===== src/rtl/sync_fifo.sv =====
// Single-clock valid/ready FIFO with fill level, almost flags, sticky overflow and high-water mark.
// Define SYNC_FIFO_REG_OUT_EN for a registered output stage; otherwise the head is read first-word-fall-through.
module sync_fifo #(
  parameter int DATA_WIDTH    = 8,
  parameter int FIFO_DEPTH    = 8,
  parameter int PTR_WIDTH     = 3,
  parameter int AFULL_THRESH  = 6,
  parameter int AEMPTY_THRESH = 1
) (
  input  logic                  clk,
  input  logic                  rstn,
  input  logic                  wr_valid,
  input  logic [DATA_WIDTH-1:0] wr_data,
  output logic                  wr_ready,
  input  logic                  rd_ready,
  output logic                  rd_valid,
  output logic [DATA_WIDTH-1:0] rd_data,
  output logic                  full,
  output logic                  empty,
  output logic                  almost_full,
  output logic                  almost_empty,
  output logic [PTR_WIDTH:0]    fill_cnt,
  output logic [PTR_WIDTH:0]    hwm,
  output logic                  overflow,
  input  logic                  clr_stat
);

  localparam int CW = PTR_WIDTH + 1;
  localparam logic [PTR_WIDTH:0] DEPTH_C  = CW'(FIFO_DEPTH);
  localparam logic [PTR_WIDTH:0] AFULL_C  = CW'(AFULL_THRESH);
  localparam logic [PTR_WIDTH:0] AEMPTY_C = CW'(AEMPTY_THRESH);

  logic [DATA_WIDTH-1:0] mem_q [FIFO_DEPTH];
  logic [PTR_WIDTH:0]    wr_ptr_q, wr_ptr_d;
  logic [PTR_WIDTH:0]    rd_ptr_q, rd_ptr_d;
  logic [PTR_WIDTH:0]    cnt_q, cnt_d;
  logic [PTR_WIDTH:0]    hwm_q, hwm_d;
  logic                  ovf_q, ovf_d;
  logic                  push, pop, rd_adv;
  logic                  full_w, empty_w;

`ifdef SYNC_FIFO_REG_OUT_EN
  logic [DATA_WIDTH-1:0] dout_q, dout_d;
  logic                  vld_q, vld_d;
  logic                  mem_empty;

  // Occupancy covers memory plus the output register, so the memory itself never overfills.
  always_comb begin
    full_w    = (cnt_q == DEPTH_C);
    empty_w   = (cnt_q == '0);
    mem_empty = (wr_ptr_q == rd_ptr_q);
    push      = wr_valid && !full_w;
    pop       = vld_q && rd_ready;
    rd_adv    = (!vld_q || rd_ready) && !mem_empty;
    vld_d     = vld_q;
    dout_d    = dout_q;
    if (rd_adv) begin
      vld_d  = 1'b1;
      dout_d = mem_q[rd_ptr_q[PTR_WIDTH-1:0]];
    end else if (pop) begin
      vld_d = 1'b0;
    end
  end

  always_ff @(posedge clk or negedge rstn) begin
    if (!rstn) begin
      vld_q  <= 1'b0;
      dout_q <= '0;
    end else begin
      vld_q  <= vld_d;
      dout_q <= dout_d;
    end
  end

  assign rd_valid = vld_q;
  assign rd_data  = dout_q;
`else
  always_comb begin
    full_w  = (wr_ptr_q[PTR_WIDTH] != rd_ptr_q[PTR_WIDTH]) &&
              (wr_ptr_q[PTR_WIDTH-1:0] == rd_ptr_q[PTR_WIDTH-1:0]);
    empty_w = (wr_ptr_q == rd_ptr_q);
    push    = wr_valid && !full_w;
    pop     = !empty_w && rd_ready;
    rd_adv  = pop;
  end

  assign rd_valid = !empty_w;
  assign rd_data  = mem_q[rd_ptr_q[PTR_WIDTH-1:0]];
`endif

  always_comb begin
    wr_ptr_d = wr_ptr_q + CW'(push);
    rd_ptr_d = rd_ptr_q + CW'(rd_adv);
    cnt_d    = cnt_q;
    case ({push, pop})
      2'b10:   cnt_d = cnt_q + 1'b1;
      2'b01:   cnt_d = cnt_q - 1'b1;
      default: cnt_d = cnt_q;
    endcase
    if (clr_stat)
      hwm_d = cnt_d;
    else
      hwm_d = (cnt_d > hwm_q) ? cnt_d : hwm_q;
    // A refused write in the same cycle as clr_stat still leaves overflow set.
    if (wr_valid && full_w)
      ovf_d = 1'b1;
    else if (clr_stat)
      ovf_d = 1'b0;
    else
      ovf_d = ovf_q;
  end

  always_ff @(posedge clk or negedge rstn) begin
    if (!rstn) begin
      wr_ptr_q <= '0;
      rd_ptr_q <= '0;
      cnt_q    <= '0;
      hwm_q    <= '0;
      ovf_q    <= 1'b0;
    end else begin
      wr_ptr_q <= wr_ptr_d;
      rd_ptr_q <= rd_ptr_d;
      cnt_q    <= cnt_d;
      hwm_q    <= hwm_d;
      ovf_q    <= ovf_d;
    end
  end

  always_ff @(posedge clk) begin
    if (push)
      mem_q[wr_ptr_q[PTR_WIDTH-1:0]] <= wr_data;
  end

  assign wr_ready     = !full_w;
  assign full         = full_w;
  assign empty        = empty_w;
  assign almost_full  = (cnt_q >= AFULL_C);
  assign almost_empty = (cnt_q <= AEMPTY_C);
  assign fill_cnt     = cnt_q;
  assign hwm          = hwm_q;
  assign overflow     = ovf_q;

endmodule


===== config.mk =====
export PLATFORM = sky130hd
export DESIGN_NAME = sync_fifo
export DESIGN_NICKNAME = d
export VERILOG_FILES = /design/src/rtl/sync_fifo.sv
export SDC_FILE = /design/constraint.sdc
export NUM_CORES = 1
export LEC_CHECK = 0
export ABC_AREA = 1
export CAP_MARGIN = 30
export CORE_MARGIN = 5
export CORE_UTILIZATION = 55
export DETAILED_ROUTE_END_ITERATION = 16
export GPL_TIMING_DRIVEN = 1
export PLACE_DENSITY = 0.8
export SYNTH_ARGS = -nofsm -noshare
export SYNTH_HDL_FRONTEND = slang
export SYNTH_SLANG_ARGS = --single-unit

===== constraint.sdc =====
create_clock -name clk -period 4.53 [get_ports clk]
set_clock_uncertainty 0.05 [all_clocks]
set_input_delay 0.6795 -clock clk [delete_from_list [all_inputs] [get_ports clk]]
set_output_delay 0.6795 -clock clk [all_outputs]
set_load 0.05 [all_outputs]

==> impl_metrics.csv <==
group,metric,value,unit
setup_path,slowest_delay,0.85,ns
floorplanning,ios,36,
sta,finalSetupViolations,0,
global_route,grt_overflow,0,
routing,routedWlPerCell,16.7,um
clock_network,cts_tree,"yes",
clock_network,cts_htree_levels,3,
sta,fin_crit,3.42,ns
floorplanning,die_w,91.2,um
synth,synth_top_area_cell,"edfxtp_1",
routing,route.detailed.drc,0,
clock_network,numCtsBuffers,9,
synth,synthCells,329,
synth,yosysWarningCount,0,
placement,port_buffers,35,
routing,dr.pass1.iters,4,
setup_path,start_kind,"register",
run,drv_cap,0,
routing,drt-initial-drc-count,228,
floorplanning,core,6390,um^2
sta,rsz0062_at_grt,"false",
sta,hold_viol_final,0,
finish,fill_cells,468,
setup_path,path_class,"reg -> out",
finish,area.growth.synth_to_final,16.6,%
setup_path,cpMaxStageDelayCell,"clkdlybuf4s50_1",
sta,worst_pin_slew,0.919,ns
sta,fin_tns_setup,0,ns
setup_path,worstPathMaxFanout,20,
finish,multi_input_area,1100,um^2
clock_network,hold_buffers,0,
routing,ant_nets,0,
synth,synth_most_common_cell,"edfxtp_1",
synth,ys_types,27,
global_route,grt_usage,0.188,
routing,routed_wl,7.47,mm
setup_path,path_delay_family,"buffers and inverters",
sta,slew_violations,0,
routing,routed_via_density,5.57,
synth,syn_nets,356,
routing,vias,2484,
placement,post-dp-hpwl,4.89,mm
hold_path,hp-class,"reg -> reg",
synth,synth-seq-cells,81,
outcome,status,"completed",
sta,finalCritPeriodShare,0.756,
placement,gp_congestion,0.880,
setup_path,cp_num_buf_inv,2,
floorplanning,rows,29,
synth,synth-edff-count,64,
clock_network,cts_sinks,81,
finish,regArea,2350,um^2
synth,ys.flop_type,"edfxtp_1",
synth,syn_area,3630,um^2
synth,seq_area_frac_synth,0.647,
synth,synth_common_cells,"64 x edfxtp_1, 62 x nand2_1, 45 x nor2_1",
finish,drive_gt1_frac,0.0732,
finish,fin_nets,391,
floorplanning,die-area,8320,um^2
global_route,grt_first_pass_wirelength,12.2,mm
sta,max-slew-margin-rel,0.385,
synth,syn_avg_cell_area,11.0,um^2
synth,netlist.area_leader.share,0.529,
floorplanning,start_util,0.568,
sta,fmax,292,MHz
setup_path,critPathArrivalTime,2.69,ns
global_route,grt_max_degree,35,
global_route,antenna_found_initial,0,
clock_network,clockRootBuffer,"clkbuf_8",
clock_network,clock_path_buffers,2,
clock_network,clkLatencyLatePin,0.35,ns
setup_path,critPathCaptureType,"primary output",
clock_network,clk_pin_slew,0.08,ns
setup_path,worstPathRequired,3.80,ns
finish,n_antenna_cell,0,
synth,async_flop_share,0.210,
floorplanning,die_h,91.2,um
clock_network,cts.repair.resized,0,
synth,synthTopCellsByArea,"edfxtp_1 53%, dfrtp_1 12%, nand2_1 6.4%, ha_1 4.8%, o21ai_0 4.7%",
setup_path,crit_chain,"inv_2 -> nand2_1 -> and2_4 -> nand4_2 -> nor2_2 -> clkdlybuf4s50_1",
global_route,grt_pass1_vias,2488,
clock_network,post-cts-setup-buffers,0,
state kept, by name (all words and copies together) (netlist names):
name      cells
overflow      1
hwm           4
wr_ptr_q      4
fill_cnt      4
rd_ptr_q      4
mem_q        64
per-layer routing:
metal	wire length, um	up-vias	global-route usage	part of all wire
met2	3620	90	0.294	0.49
met3	532	17	0.0471	0.071
met5	0	-	0	0
met1	3120	1180	0.239	0.42
li1	-	1197	-	-
met4	188	0	0.108	0.025
layout by cell type, fill, tap and decap left out:
cell type,Yosys,layout
clkbuf_8,0,9
dfrtp_1,17,17
clkinv_1,0,2
bufinv_16,0,2
nand4_2,1,1
a21oi_1,2,2
o21ai_0,34,34
inv_6,0,1
nand2_1,62,62
edfxtp_1,64,64
nand3_1,12,12
ha_1,14,14
xnor2_2,1,1
buf_4,1,1
inv_2,4,4
clkinv_4,0,2
xnor2_1,2,2
nor3_1,1,1
nand2_4,1,1
and2_4,2,2
nand4_4,1,1
xor2_1,3,3
nand4_1,1,1
o21ai_1,3,3
inv_1,26,26
nor2_2,2,2
nor2_1,45,45
o22ai_1,16,16
o211ai_1,3,3
clkdlybuf4s50_1,0,35
cell type report:
type	count	share of cell area
inverter	30	0.0266
timing repair buffer	36	0.0845
clock buffer	9	0.0293
tap	77	0.0228
clock inverter	7	0.0222
multi-input combinational	206	0.260
sequential	81	0.555
through the flow:
step	hold WS (ns)	setup WS, ns	util	area, um^2	cells
finish	0.444	1.11	0.663	4230	446
global route	0.467	0.797	0.663	4230	446
CTS	0.450	1.08	0.663	4230	446
detailed placement	0.436	1.14	0.629	4020	430
global placement	0.419	1.37	0.629	4020	430
floorplan	0.334	1.48	-	3630	329
logic make-up (layout without fill, tap and decap cells):
logic type,Yosys count,in the layout,synth area share
and+or+nand+nor,128,128,0.151
DFF,81,81,0.647
adders and majority gates,14,14,0.0483
AOI/OAI and AO/OA,58,58,0.0876
xor gates and xnor gates,6,6,0.0165
buffers and inverters,42,82,0.0500
final timing paths:
check,to,from,slack (ns),cells after the start
worst max-delay path,empty,rd_ptr_q[1],1.11,6
worst min-delay path,wr_ptr_q[3],wr_ptr_q[3],0.44,1
worst max register to register,hwm[2],rd_ptr_q[1],1.15,18
worst min register to register,wr_ptr_q[3],wr_ptr_q[3],0.44,1
max in group asynchronous,rd_ptr_q[1],rstn,3.19,1
min in group asynchronous,wr_ptr_q[2],rstn,0.74,1
Power is left out: the tool's default activity adds up to more than one toggle a clock period on the data nets, which glitch-free logic cannot reach.
